## src/rtl/allpass_pkg.sv

```systemverilog
// Shared constants and fixed-point helpers for the time-multiplexed all-pass section.
// The helpers work on 64-bit signed words, so every intermediate width must stay <= 64.
package allpass_pkg;

    localparam int DEFAULT_COEF = 613085;

    function automatic int state_w(input int data_w, input int frac_w);
        return data_w + frac_w;
    endfunction

    // Clamp v into the signed range of a w-bit word.
    function automatic logic signed [63:0] sat_s(input logic signed [63:0] v,
                                                 input int unsigned      w);
        logic signed [63:0] max_v;
        logic signed [63:0] min_v;
        max_v = (64'sd1 <<< (w - 1)) - 64'sd1;
        min_v = -(64'sd1 <<< (w - 1));
        if (v > max_v) begin
            return max_v;
        end
        if (v < min_v) begin
            return min_v;
        end
        return v;
    endfunction

    // Add half an LSB of the target precision, then drop sh fraction bits.
    function automatic logic signed [63:0] round_hu(input logic signed [63:0] v,
                                                    input int unsigned      sh);
        if (sh == 0) begin
            return v;
        end
        return (v + (64'sd1 <<< (sh - 1))) >>> sh;
    endfunction

endpackage

```

## src/rtl/allpass_mac.sv

```systemverilog
// Combinational datapath of the all-pass section: y = x2 + A*(y2 - x0).
// Produces the saturated full-precision state word and the rounded, saturated output sample.
module allpass_mac
    import allpass_pkg::*;
#(
    parameter int DATA_W    = 8,
    parameter int FRAC_W    = 20,
    parameter int COEF_W    = 21,
    parameter int COEF_FRAC = 20,
    parameter int STATE_W   = DATA_W + FRAC_W
) (
    input  logic signed [STATE_W-1:0] x0_i,
    input  logic signed [STATE_W-1:0] x2_i,
    input  logic signed [STATE_W-1:0] y2_i,
    input  logic signed [COEF_W-1:0]  coef_i,
    output logic signed [STATE_W-1:0] s_o,
    output logic signed [DATA_W-1:0]  y_o
);

    localparam int PROD_W = COEF_W + STATE_W + 1;

    logic signed [STATE_W:0]  d;
    logic signed [PROD_W-1:0] prod;
    logic signed [63:0]       p_rnd;
    logic signed [63:0]       s_sat;
    logic signed [63:0]       y_sat;

    always_comb begin
        d     = {y2_i[STATE_W-1], y2_i} - {x0_i[STATE_W-1], x0_i};
        prod  = PROD_W'(coef_i) * PROD_W'(d);
        p_rnd = round_hu(64'(prod), COEF_FRAC);
        // Saturate the sum so a large step never wraps the stored state.
        s_sat = sat_s(64'(x2_i) + p_rnd, STATE_W);
        y_sat = sat_s(round_hu(s_sat, FRAC_W), DATA_W);
        s_o   = STATE_W'(s_sat);
        y_o   = DATA_W'(y_sat);
    end

endmodule

```

## src/rtl/allpass_iir_mc.sv

```systemverilog
// N-channel interleaved second-order all-pass IIR section with valid handshake,
// per-frame channel resync, synchronous clear, bypass and a single registered output stage.
module allpass_iir_mc
    import allpass_pkg::*;
#(
    parameter int DATA_W    = 8,
    parameter int FRAC_W    = 20,
    parameter int COEF_W    = 21,
    parameter int COEF_FRAC = 20,
    parameter int COEF      = DEFAULT_COEF,
    parameter int NUM_CH    = 1,
    localparam int CH_W     = (NUM_CH > 1) ? $clog2(NUM_CH) : 1
) (
    input  logic              clk_var,
    input  logic              reset,
    input  logic              enable,
    input  logic              clear,
    input  logic              bypass,
    input  logic              in_valid,
    input  logic              in_first,
    input  logic [DATA_W-1:0] data_in,
    output logic              out_valid,
    output logic [CH_W-1:0]   out_ch,
    output logic [DATA_W-1:0] data_out
);

    localparam int STATE_W = state_w(DATA_W, FRAC_W);
    // Power-of-two depth keeps every channel index in range; unused entries stay at zero.
    localparam int DEPTH   = 1 << CH_W;
    localparam logic signed [COEF_W-1:0] CoefS = COEF_W'(COEF);
    localparam logic [CH_W-1:0] LastCh = CH_W'(NUM_CH - 1);

    logic signed [STATE_W-1:0] x1_q [DEPTH];
    logic signed [STATE_W-1:0] x2_q [DEPTH];
    logic signed [STATE_W-1:0] y1_q [DEPTH];
    logic signed [STATE_W-1:0] y2_q [DEPTH];

    logic [CH_W-1:0]   ch_ptr_q, ch_ptr_d;
    logic              out_valid_q, out_valid_d;
    logic [CH_W-1:0]   out_ch_q, out_ch_d;
    logic [DATA_W-1:0] data_out_q, data_out_d;

    logic                      accept;
    logic [CH_W-1:0]           ch;
    logic signed [STATE_W-1:0] x0;
    logic signed [STATE_W-1:0] mac_s;
    logic signed [DATA_W-1:0]  mac_y;

    assign accept = enable & in_valid & ~clear;
    assign ch     = in_first ? '0 : ch_ptr_q;
    assign x0     = $signed({data_in, {FRAC_W{1'b0}}});

    allpass_mac #(
        .DATA_W   (DATA_W),
        .FRAC_W   (FRAC_W),
        .COEF_W   (COEF_W),
        .COEF_FRAC(COEF_FRAC),
        .STATE_W  (STATE_W)
    ) u_mac (
        .x0_i  (x0),
        .x2_i  (x2_q[ch]),
        .y2_i  (y2_q[ch]),
        .coef_i(CoefS),
        .s_o   (mac_s),
        .y_o   (mac_y)
    );

    always_comb begin
        ch_ptr_d    = ch_ptr_q;
        out_valid_d = out_valid_q;
        out_ch_d    = out_ch_q;
        data_out_d  = data_out_q;
        if (clear) begin
            ch_ptr_d    = '0;
            out_valid_d = 1'b0;
        end else if (enable) begin
            out_valid_d = in_valid;
            if (in_valid) begin
                ch_ptr_d   = (ch == LastCh) ? '0 : ch + CH_W'(1);
                out_ch_d   = ch;
                data_out_d = bypass ? data_in : mac_y;
            end
        end
    end

    always_ff @(posedge clk_var or posedge reset) begin
        if (reset) begin
            ch_ptr_q    <= '0;
            out_valid_q <= 1'b0;
            out_ch_q    <= '0;
            data_out_q  <= '0;
        end else begin
            ch_ptr_q    <= ch_ptr_d;
            out_valid_q <= out_valid_d;
            out_ch_q    <= out_ch_d;
            data_out_q  <= data_out_d;
        end
    end

    // State keeps updating under bypass so leaving bypass continues the filtered stream.
    always_ff @(posedge clk_var or posedge reset) begin
        if (reset) begin
            for (int i = 0; i < DEPTH; i++) begin
                x1_q[i] <= '0;
                x2_q[i] <= '0;
                y1_q[i] <= '0;
                y2_q[i] <= '0;
            end
        end else if (clear) begin
            for (int i = 0; i < DEPTH; i++) begin
                x1_q[i] <= '0;
                x2_q[i] <= '0;
                y1_q[i] <= '0;
                y2_q[i] <= '0;
            end
        end else if (accept) begin
            x2_q[ch] <= x1_q[ch];
            x1_q[ch] <= x0;
            y2_q[ch] <= y1_q[ch];
            y1_q[ch] <= mac_s;
        end
    end

    assign out_valid = out_valid_q;
    assign out_ch    = out_ch_q;
    assign data_out  = data_out_q;

endmodule
```

## config.mk

```make
export PLATFORM = sky130hd
export DESIGN_NAME = allpass_iir_mc
export DESIGN_NICKNAME = d
export VERILOG_FILES = /design/src/rtl/allpass_pkg.sv /design/src/rtl/allpass_mac.sv /design/src/rtl/allpass_iir_mc.sv
export SDC_FILE = /design/constraint.sdc
export NUM_CORES = 1
export LEC_CHECK = 0
export BUFFER_PORTS_ARGS = -buffer_cell sky130_fd_sc_hd__buf_2
export CORE_MARGIN = 3
export CORE_UTILIZATION = 45
export CTS_BUF_LIST = sky130_fd_sc_hd__clkbuf_8 sky130_fd_sc_hd__clkbuf_16
export CTS_CLUSTER_SIZE = 14
export DETAILED_ROUTE_END_ITERATION = 8
export GPL_TIMING_DRIVEN = 0
export PLACE_DENSITY = 0.68
export SYNTH_ARGS = -nofsm -noshare
export SYNTH_HDL_FRONTEND = slang
export SYNTH_SLANG_ARGS = --single-unit
```

## constraint.sdc

```tcl
create_clock -name clk_var -period 12.2 [get_ports clk_var]
set_input_delay 1.83 -clock clk_var [delete_from_list [all_inputs] [get_ports clk_var]]
set_output_delay 1.83 -clock clk_var [all_outputs]
set_load 0.03 [all_outputs]
```

==> impl_metrics.env <==
export IMPL_top_layer="met4"
export IMPL_hpwl_mm=34.3
export IMPL_fillCellCount=3167
export IMPL_cts_buffers=9
export IMPL_wl_met1_mm=17.1
export IMPL_num_rows=68
export IMPL_crit_path_start_kind="input pin"
export IMPL_yosysTopAreaCellShare_pct=33.5
export IMPL_worst_path_max_delay_cell="fa_1"
export IMPL_vias_per_cell=5.42
export IMPL_critPathKind="in2reg"
export IMPL_syn_area_per_cell_um2=9.86
export IMPL_hold_path_class="reg2reg"
export IMPL_portBuffers=21
export IMPL_synth_edf_count=0
export IMPL_htree_num_levels=3
export IMPL_worstHoldPathCells=2
export IMPL_syn_cell_area_um2=16100
export IMPL_wire_per_inst_um=18.8
export IMPL_worst_r2r_setup_slack_ps=680
export IMPL_clock_sinks=81
export IMPL_met3_length_mm=1.63
export IMPL_timing_slew_headroom_pct=31.9
export IMPL_ys_types=78
export IMPL_worstRegToRegCells=55
export IMPL_yosysMostFrequentCell="inv_1"
export IMPL_path_clk_slew_ps=70
export IMPL_clk_latency_ps=340
export IMPL_place_ws_ps=-2180
export IMPL_worstPathMaxFanout=7
export IMPL_outcome="finished with violations"
export IMPL_cts_tree="yes"
export IMPL_multi_input_area_um2=12900
export IMPL_dp_cells=2107
export IMPL_ant_nets=0
export IMPL_whs_endpoint="x1_q[54]"
export IMPL_drive_gt1_share_pct=13.1
export IMPL_io_pin_count=25
export IMPL_synth_top_area_cell="fa_1"
export IMPL_grt_pass1_wl_mm=67.7
export IMPL_core_area_um2=34900
export IMPL_setup_slack_ps=-372
export IMPL_grtUsageTotal_pct=22.4
export IMPL_synth_top_flop_cell="dfrtp_1"
export IMPL_clk_path_buf_depth=2
export IMPL_netlist_top_cells_area="fa_1 (34%), ha_1 (20%), dfrtp_1 (13%), inv_1 (9.8%), a21oi_1 (2.4%)"
export IMPL_drv_cap=0
export IMPL_first_pass_iters=5
export IMPL_synth_nets=2170
export IMPL_start_util_pct=46.1
export IMPL_fp_dieH_um=195
export IMPL_crit_top_cell="fa_1"
export IMPL_finClkSkew_ps=7.51
export IMPL_violations="negative setup slack"
export IMPL_period_share_pct=103
export IMPL_wl_met2_mm=20.8
export IMPL_grt_ovfl_total=0
export IMPL_first_iter_violations=635
export IMPL_die_w_um=195
export IMPL_vias=11800
export IMPL_end_kind="flop"
export IMPL_fin_cells=2175
export IMPL_min_from="x1_q[54]"
export IMPL_cts_root_buf="clkbuf_16"
export IMPL_setup_viol=7
export IMPL_max_freq_ghz=0.0795
export IMPL_antenna_cells=0
export IMPL_crit_required_ps=12480
export IMPL_antenna_found_initial=0
export IMPL_tightestPinTransition_ps=1020
export IMPL_syn_inst=1630
export IMPL_dieArea_um2=38000
export IMPL_grt_max_degree=66
export IMPL_synthArstFlopShare_pct=100
export IMPL_synth_seq_cells=81
export IMPL_route_final_wire_length_mm=41.0
export IMPL_timing_max_transition_violations_final=0
export IMPL_place_congestion=0.899
export IMPL_drc=0
export IMPL_yosys_top_cells_count="inv_1 (419), fa_1 (269), ha_1 (256), dfrtp_1 (81), a21oi_1 (78)"
export IMPL_final_hold_viol_count=0
export IMPL_r2r_start="y2_q[48]"
export IMPL_critPathArrivalTime_ps=12850
export IMPL_synthToLayoutAreaGrowth_pct=13.9
export IMPL_fin_crit_ps=12570
export IMPL_yosysWarningCount=0
export IMPL_ff_latch_area_um2=2030
export IMPL_grt_pass1_vias=12800
export IMPL_seq_area_frac_synth_pct=12.6
export IMPL_cpPeakStageDelay_ps=550
export IMPL_rsz0062_at_grt="yes"
export IMPL_r2r_end="data_out[1]"
export IMPL_nets=2255
## routing by layer
layer	track usage, %	vias to the layer above
met5	0	-
met4	6.89	0
met3	2.84	86
met2	39.6	269
met1	28.7	5993
li1	-	5437
## flip-flops by register name (all words and copies together) (netlist names)
name,count
y1_q,28
x1_q,8
x2_q,8
y2_q,28
out_valid,1
data_out,8
## what timing repair did
item,in CTS,in global routing
setup endpoints to repair,18,7
cloned,2,0
resized for setup,76,24
pin swaps,69,20
setup buffers,39,17
hold buffers,0,0
## critical path: cells and delay by family
family                   cells  cell delay [ps]
AO/OA/AOI/OAI               17             3490
XOR/XNOR                     3              540
buffers and inverters       11             1150
AND/OR/NAND/NOR             11             1360
adder cells (fa/ha/maj)     12             4460
## placed cells by master, fill, tap and decap left out, drive strengths merged, types with 6 or more instances in the layout
master  netlist  final
ha          256    256
and2          6      6
o211ai        8      8
xnor2        43     43
buf           8     87
xor2         27     27
nand2b        9      9
o21bai        8      8
a221o        12     12
inv         421    425
a31oi        13     13
and3          6      6
clkbuf       33     36
nand2        66     66
nand4        16     16
a22o         40     40
dfrtp        81     81
nor2b         6      6
a21oi        81     81
nor2         40     40
nand3        21     21
fa          269    269
o21ai        52     52
nor3         10     10
a21o         21     21
## cell families (layout without fill, tap and decap cells)
group / Yosys count / in the layout / synth area share (%)
adder cells (fa/ha/maj): 525 / 525 / 53.5
buffers and inverters: 462 / 552 / 10.9
AO/OA/AOI/OAI: 278 / 278 / 12.1
AND/OR/NAND/NOR: 206 / 206 / 6.61
flip-flops: 81 / 81 / 12.6
XOR/XNOR: 70 / 70 / 3.86
multiplexers: 7 / 7 / 0.467
other: 1 / 1 / 0.0233
## stage by stage
step                hold WS, ps  util [%]  setup TNS (ps)  cell area (um^2)
global route                508      52.5           -5540             18300
CTS                         489      51.8           -1760             18100
floorplan                   450         -           -2990             16400
finish                      490      52.5           -2350             18300
detailed placement          474      48.9          -21230             17100
global placement            464      48.8          -18050             17000
## final cells by class
type / instances / area share (%)
Clock buffer: 9 / 1.23
Buffer: 35 / 1.20
Multi-Input combinational cell: 1087 / 70.7
Tap cell: 455 / 3.11
Sequential cell: 81 / 11.1
Clock inverter: 7 / 0.321
Timing Repair Buffer: 80 / 3.69
Inverter: 421 / 8.69
## worst max-delay path by stage
stage,from,end,cells after the start
floorplan,data_in[0],data_out[0],57
global route,data_in[1],data_out[5],49
finish,data_in[1],data_out[1],54
detailed placement,data_in[0],data_out[5],56
global placement,data_in[0],data_out[0],56
CTS,data_in[0],data_out[6],54
Power is left out: the tool's default activity adds up to more than one toggle a clock period on the data nets, which glitch-free logic cannot reach.
